### config.mk
export PLATFORM = sky130hd
export DESIGN_NAME = pipe_ctrl
export DESIGN_NICKNAME = d
export VERILOG_FILES = /design/src/rtl/pipe_ctrl.sv
export SDC_FILE = /design/constraint.sdc
export NUM_CORES = 1
export LEC_CHECK = 0
export ABC_AREA = 1
export CAP_MARGIN = 40
export CORE_ASPECT_RATIO = 1.1
export CORE_UTILIZATION = 45
export CTS_CLUSTER_SIZE = 28
export DETAILED_ROUTE_END_ITERATION = 8
export DONT_BUFFER_PORTS = 1
export PLACE_DENSITY = 0.68
export SETUP_SLACK_MARGIN = 0.15
export SLEW_MARGIN = 0
export SYNTH_ARGS = -nofsm -noshare
export SYNTH_HDL_FRONTEND = slang
export SYNTH_SLANG_ARGS = --single-unit
### constraint.sdc
create_clock -name clk -period 1.9 [get_ports clk]
set_input_delay 0.19 -clock clk [delete_from_list [all_inputs] [get_ports clk]]
set_output_delay 0.19 -clock clk [all_outputs]
set_load 0.03 [all_outputs]
### src/rtl/pipe_ctrl.sv
// Pipeline control for the 5-stage LC-3b core: per-stage advance/squash strobes, PC enable and
// redirect sequencing. Optional performance counters are built when PIPE_CTRL_PERF_EN is defined.
module pipe_ctrl (
  input  logic        clk,
  input  logic        reset,
  input  logic        icache_resp,
  input  logic        dmem_req,
  input  logic        dcache_resp,
  input  logic        idex_mem_read,
  input  logic [2:0]  idex_dest,
  input  logic [2:0]  id_src1,
  input  logic [2:0]  id_src2,
  input  logic        id_use1,
  input  logic        id_use2,
  input  logic        br_taken,
  input  logic [15:0] br_target,
  output logic        pc_load,
  output logic        pc_sel,
  output logic [15:0] redirect_pc,
  output logic        ifid_load,
  output logic        idex_load,
  output logic        exme_load,
  output logic        mewb_load,
  output logic        ifid_flush,
  output logic        idex_flush,
  output logic        exme_flush,
  output logic        mewb_flush,
  output logic [1:0]  state,
  output logic [15:0] stall_cnt,
  output logic [15:0] flush_cnt
);

  typedef enum logic [1:0] {
    StRun      = 2'b00,
    StMemWait  = 2'b01,
    StDrain    = 2'b10,
    StRedirect = 2'b11
  } state_e;

  state_e      state_q, state_d;
  logic [15:0] redirect_q, redirect_d;
  logic        mem_stall, load_use, fetch_stall;

  assign mem_stall   = dmem_req & ~dcache_resp;
  assign load_use    = idex_mem_read & ((id_use1 & (id_src1 == idex_dest)) |
                                        (id_use2 & (id_src2 == idex_dest)));
  assign fetch_stall = ~icache_resp;

  always_ff @(posedge clk) begin
    if (!reset) begin
      state_q    <= StRun;
      redirect_q <= 16'h0000;
    end else begin
      state_q    <= state_d;
      redirect_q <= redirect_d;
    end
  end

  always_comb begin
    state_d     = state_q;
    redirect_d  = redirect_q;
    redirect_pc = redirect_q;
    pc_load     = 1'b1;
    pc_sel      = 1'b0;
    ifid_load   = 1'b1;
    idex_load   = 1'b1;
    exme_load   = 1'b1;
    mewb_load   = 1'b1;
    ifid_flush  = 1'b0;
    idex_flush  = 1'b0;
    exme_flush  = 1'b0;
    mewb_flush  = 1'b0;

    if (!reset) begin
      pc_load    = 1'b0;
      ifid_load  = 1'b0;
      idex_load  = 1'b0;
      exme_load  = 1'b0;
      mewb_load  = 1'b0;
      ifid_flush = 1'b1;
      idex_flush = 1'b1;
      exme_flush = 1'b1;
      mewb_flush = 1'b1;
    end else if (mem_stall) begin
      // Freeze everything up to EX/MEM; MEM/WB takes a bubble. DRAIN/REDIRECT hold their state.
      pc_load    = 1'b0;
      ifid_load  = 1'b0;
      idex_load  = 1'b0;
      exme_load  = 1'b0;
      mewb_flush = 1'b1;
      if (state_q == StRun || state_q == StMemWait) begin
        state_d = StMemWait;
      end
    end else begin
      unique case (state_q)
        StRun, StMemWait: begin
          state_d = StRun;
          if (br_taken) begin
            ifid_flush = 1'b1;
            idex_flush = 1'b1;
            exme_flush = 1'b1;
            if (fetch_stall) begin
              // Wrong-path fetch still outstanding: park the target until it returns.
              pc_load    = 1'b0;
              redirect_d = br_target;
              state_d    = StDrain;
            end else begin
              pc_sel      = 1'b1;
              redirect_pc = br_target;
            end
          end else if (load_use) begin
            pc_load    = 1'b0;
            ifid_load  = 1'b0;
            idex_flush = 1'b1;
          end else if (fetch_stall) begin
            pc_load    = 1'b0;
            ifid_flush = 1'b1;
          end
        end
        StDrain: begin
          pc_load    = 1'b0;
          ifid_flush = 1'b1;
          if (icache_resp) begin
            state_d = StRedirect;
          end
        end
        StRedirect: begin
          pc_sel     = 1'b1;
          ifid_flush = 1'b1;
          state_d    = StRun;
        end
        default: state_d = StRun;
      endcase
    end
  end

  assign state = state_q;

`ifdef PIPE_CTRL_PERF_EN
  logic [15:0] stall_cnt_q, flush_cnt_q;
  logic        br_accept;

  assign br_accept = reset & ~mem_stall & br_taken &
                     ((state_q == StRun) | (state_q == StMemWait));

  always_ff @(posedge clk) begin
    if (!reset) begin
      stall_cnt_q <= 16'h0000;
      flush_cnt_q <= 16'h0000;
    end else begin
      if (!pc_load && state_q != StRedirect && stall_cnt_q != 16'hffff) begin
        stall_cnt_q <= stall_cnt_q + 16'd1;
      end
      if (br_accept && flush_cnt_q != 16'hffff) begin
        flush_cnt_q <= flush_cnt_q + 16'd1;
      end
    end
  end

  assign stall_cnt = stall_cnt_q;
  assign flush_cnt = flush_cnt_q;
`else
  assign stall_cnt = 16'h0000;
  assign flush_cnt = 16'h0000;
`endif

endmodule

==> results of run 1 <==
-- critical path, cell delays in order (launching register included) --
cell	delay, ps
sky130_fd_sc_hd__dfxtp_1	390
sky130_fd_sc_hd__buf_4	220
sky130_fd_sc_hd__inv_1	70
sky130_fd_sc_hd__nor2_1	120
sky130_fd_sc_hd__inv_1	90
sky130_fd_sc_hd__o21ai_0	80
sky130_fd_sc_hd__nor2_1	70
sky130_fd_sc_hd__buf_4	160
-- routing by layer --
| layer | part of all wire, % | wire, um | vias to the layer above |
|---|---|---|---|
| li1 | - | - | 630 |
| met1 | 44 | 1170 | 527 |
| met2 | 48 | 1280 | 56 |
| met3 | 7.7 | 206 | 2 |
| met4 | 0.64 | 17 | 0 |
| met5 | 0 | 0 | - |
-- through the flow --
step	hold slack, ps	cell area, sq um	power (W)
2_1_floorplan	328	1550	0.000807
3_5_place_dp	337	1450	0.000822
4_1_cts	16.9	1510	0.00106
5_1_grt	15.0	1550	0.00112
3_3_place_gp	332	1450	0.000818
6_report	29.2	1550	0.00106
-- cell type report --
cell class | count | area share [%]
Tap cell | 34 | 2.75
Inverter | 34 | 8.26
Timing Repair Buffer | 24 | 13.3
Multi-Input combinational cell | 150 | 50.0
Sequential cell | 18 | 23.3
Clock buffer | 4 | 2.35
-- worst paths after layout --
kind	endpoint	startpoint	cells past startpoint	slack, ps
hold / removal	redirect_q[7]$_SDFFE_PN0P_	reset	2	30
hold reg to reg	redirect_q[7]$_SDFFE_PN0P_	redirect_q[7]$_SDFFE_PN0P_	2	530
setup reg to reg	redirect_q[12]$_SDFFE_PN0P_	state[1]$_SDFFE_PN0P_	6	470
setup / recovery	pc_load	state[1]$_SDFFE_PN0P_	7	210
-- flip-flops by register name (all words and copies together) (netlist names) --
signal      flops
redirect_q     16
state           2
-- report_power, final --
part / internal [W] / switching (W) / leakage (nW)
Combinational: 0.000113 / 0.000292 / 0.655
Sequential: 0.000404 / 0.0000165 / 0.148
Clock: 0.000117 / 0.000116 / 0.0210
-- Yosys cell counts --
| cell type | n | share of area [%] |
|---|---|---|
| sky130_fd_sc_hd__o21ai_2 | 16 | 9.8 |
| sky130_fd_sc_hd__clkbuf_1 | 1 | 0.26 |
| sky130_fd_sc_hd__nand3_1 | 3 | 1.0 |
| sky130_fd_sc_hd__buf_6 | 5 | 3.9 |
| sky130_fd_sc_hd__o21ai_0 | 14 | 4.9 |
| sky130_fd_sc_hd__nor2_1 | 11 | 2.9 |
| sky130_fd_sc_hd__nand2_2 | 1 | 0.44 |
| sky130_fd_sc_hd__o211ai_1 | 1 | 0.53 |
| sky130_fd_sc_hd__o21ai_1 | 3 | 1.0 |
| sky130_fd_sc_hd__nor2_4 | 4 | 3.1 |
| sky130_fd_sc_hd__conb_1 | 1 | 0.26 |
| sky130_fd_sc_hd__buf_2 | 1 | 0.35 |
| sky130_fd_sc_hd__a21oi_1 | 17 | 5.9 |
| sky130_fd_sc_hd__o21bai_1 | 1 | 0.53 |
| sky130_fd_sc_hd__nand2_1 | 43 | 11 |
| sky130_fd_sc_hd__dfxtp_1 | 18 | 25 |
| sky130_fd_sc_hd__inv_1 | 33 | 8.7 |
| sky130_fd_sc_hd__a31oi_1 | 1 | 0.44 |
| sky130_fd_sc_hd__nand3_4 | 1 | 1.2 |
| sky130_fd_sc_hd__buf_4 | 34 | 18 |
| sky130_fd_sc_hd__inv_2 | 1 | 0.26 |
-- logic make-up after synthesis --
family / after synthesis / share of synthesized area [%]
other: 1 / 0.262
buffers and inverters: 75 / 31.3
flip-flops: 18 / 25.2
AO/OA/AOI/OAI: 53 / 23.2
AND/OR/NAND/NOR: 63 / 20.0
-- repair_timing --
action	4_1_cts	5_1_grt
resized for setup	1	1
cloned	1	1
setup buffers	0	1
setup endpoints to repair	16	11
pin swaps	1	1
==> Flow_metrics.wiki, run 1 <==
{| class="wikitable"
! Metric !! Value
|-
| Result of the run || finished clean
|-
| Power density over the cells || 685 nW/um^2
|-
| Required time at the endpoint of the critical path || 1710 ps
|-
| Cell count after synthesis || 210
|-
| Overall via count from detail_route || 1215
|-
| Count of nets after finishing || 265
|-
| Height of the chip || 61.1 um
|-
| Syn Area/Cell || 6.81 sq um
|-
| Clk buf depth || 2
|-
| Maximum number of pins on one net before global-route repair || 20
|-
| Clock latency of the later-clocked register in the worst-skew pair || 290 ps
|-
| Hold Vio Cnt, Final || 0
|-
| Number of synthesized register bits || 18
|-
| Number of input and output port buffers inserted || 0
|-
| Fillers || 313
|-
| CTS tree || done
|-
| DP Worst Slack || 415 ps
|-
| Area of the core || 3050 sq um
|-
| Cts bufs inserted || 3
|-
| Share of the clock period used by the worst path after layout || 88.9%
|-
| Wire length of the first global-routing pass || 3820 um
|-
| Boundary pin count || 94
|-
| Share of synthesized area occupied by flip-flops and latches || 25.2%
|-
| Final Slew Violations || 0
|-
| Class of the tightest hold or removal check || in -> reg
|-
| Clock Sinks || 18
|-
| Classification of the worst setup path || reg -> out
|-
| Worst EP arrival || 1500 ps
|-
| Count of warnings emitted by yosys || 0
|-
| DRC marker count from the first detailed-route iteration || 49
|-
| Final ANT Viol Nets || 0
|-
| Category of the worst setup path capture point || primary output
|-
| Hold buffer count at CTS || 0
|-
| Tmin final || 1690 ps
|-
| Most congested layer reported by global routing || met2
|-
| Initial Utilization || 46.9%
|-
| Most common cell after layout, fill and taps aside || sky130_fd_sc_hd__nand2_1
|-
| Antenna cells || 0
|-
| Die area || 3410 sq um
|-
| Unique cell type count in the Yosys netlist || 21
|-
| Multi-input combinational cell area || 773 sq um
|-
| Clock transition at the register clock pins on the worst setup and hold paths after CTS || 100 ps
|-
| Aggregate negative setup slack || 0 ps
|-
| Number of core rows || 21
|-
| TritonRoute pass-1 iters || 4
|-
| Register area || 360 sq um
|-
| DRC violation count after routing || 0
|-
| Grt met2 use || 26.5%
|-
| Worst Slack Setup Final || 211 ps
|-
| Vias per inst || 4.60
|-
| Netlist area before placement || 1430 sq um
|-
| Largest fanout of any net on the critical path || 6
|-
| Fin util || 50.7%
|-
| Total instance count after detailed placement || 257
|-
| Routing usage on met3 || 2.52%
|-
| Via count of the first global-routing pass || 884
|-
| Average routed wire per standard cell || 10.1 um
|-
| Highest-count cells in the layout ignoring fill and taps || 43 x sky130_fd_sc_hd__nand2_1, 33 x sky130_fd_sc_hd__inv_1, 32 x sky130_fd_sc_hd__conb_1
|-
| Final standard cell count with taps included and fillers excluded || 264
|-
| Gp weighted congestion || 0.806
|-
| Total routing usage reported by global routing || 14.4%
|-
| H-Tree Depth || 1
|-
| Crit start category || flip-flop
|-
| Die outline width || 55.8 um
|-
| Relative area change from synthesis to final layout || 8.05%
|-
| Highest clock rate || 0.592 GHz
|-
| Clock Tree Root || sky130_fd_sc_hd__clkbuf_4
|-
| Placed wire-length estimate after detailed placement || 1840 um
|-
| Max Clock Skew || 3.68 ps
|-
| Leakage || 0.823 nW
|-
| Number of maximum-capacitance violations || 0
|-
| Aggregate global routing overflow || 0
|-
| Global-route track usage on met1 || 17.1%
|-
| Number of antenna violations at the first check in global routing || 0
|-
| Fraction of final layout cells sized beyond drive strength 1 || 23.0%
|-
| Unrepaired setup endpoints after global routing || yes
|-
| Max rail drop VDD || 460 uV
|-
| Routed WL || 2670 um
|-
| Finish-stage setup viols || 0
|}
(Power assumes the default switching activity.)
==> run 2: changes to the inputs <==
CTS_CLUSTER_SIZE = unset   (was 28)
==> results of run 2 <==
Same layout as run 1: the final DEF is identical, and so are final timing and power.
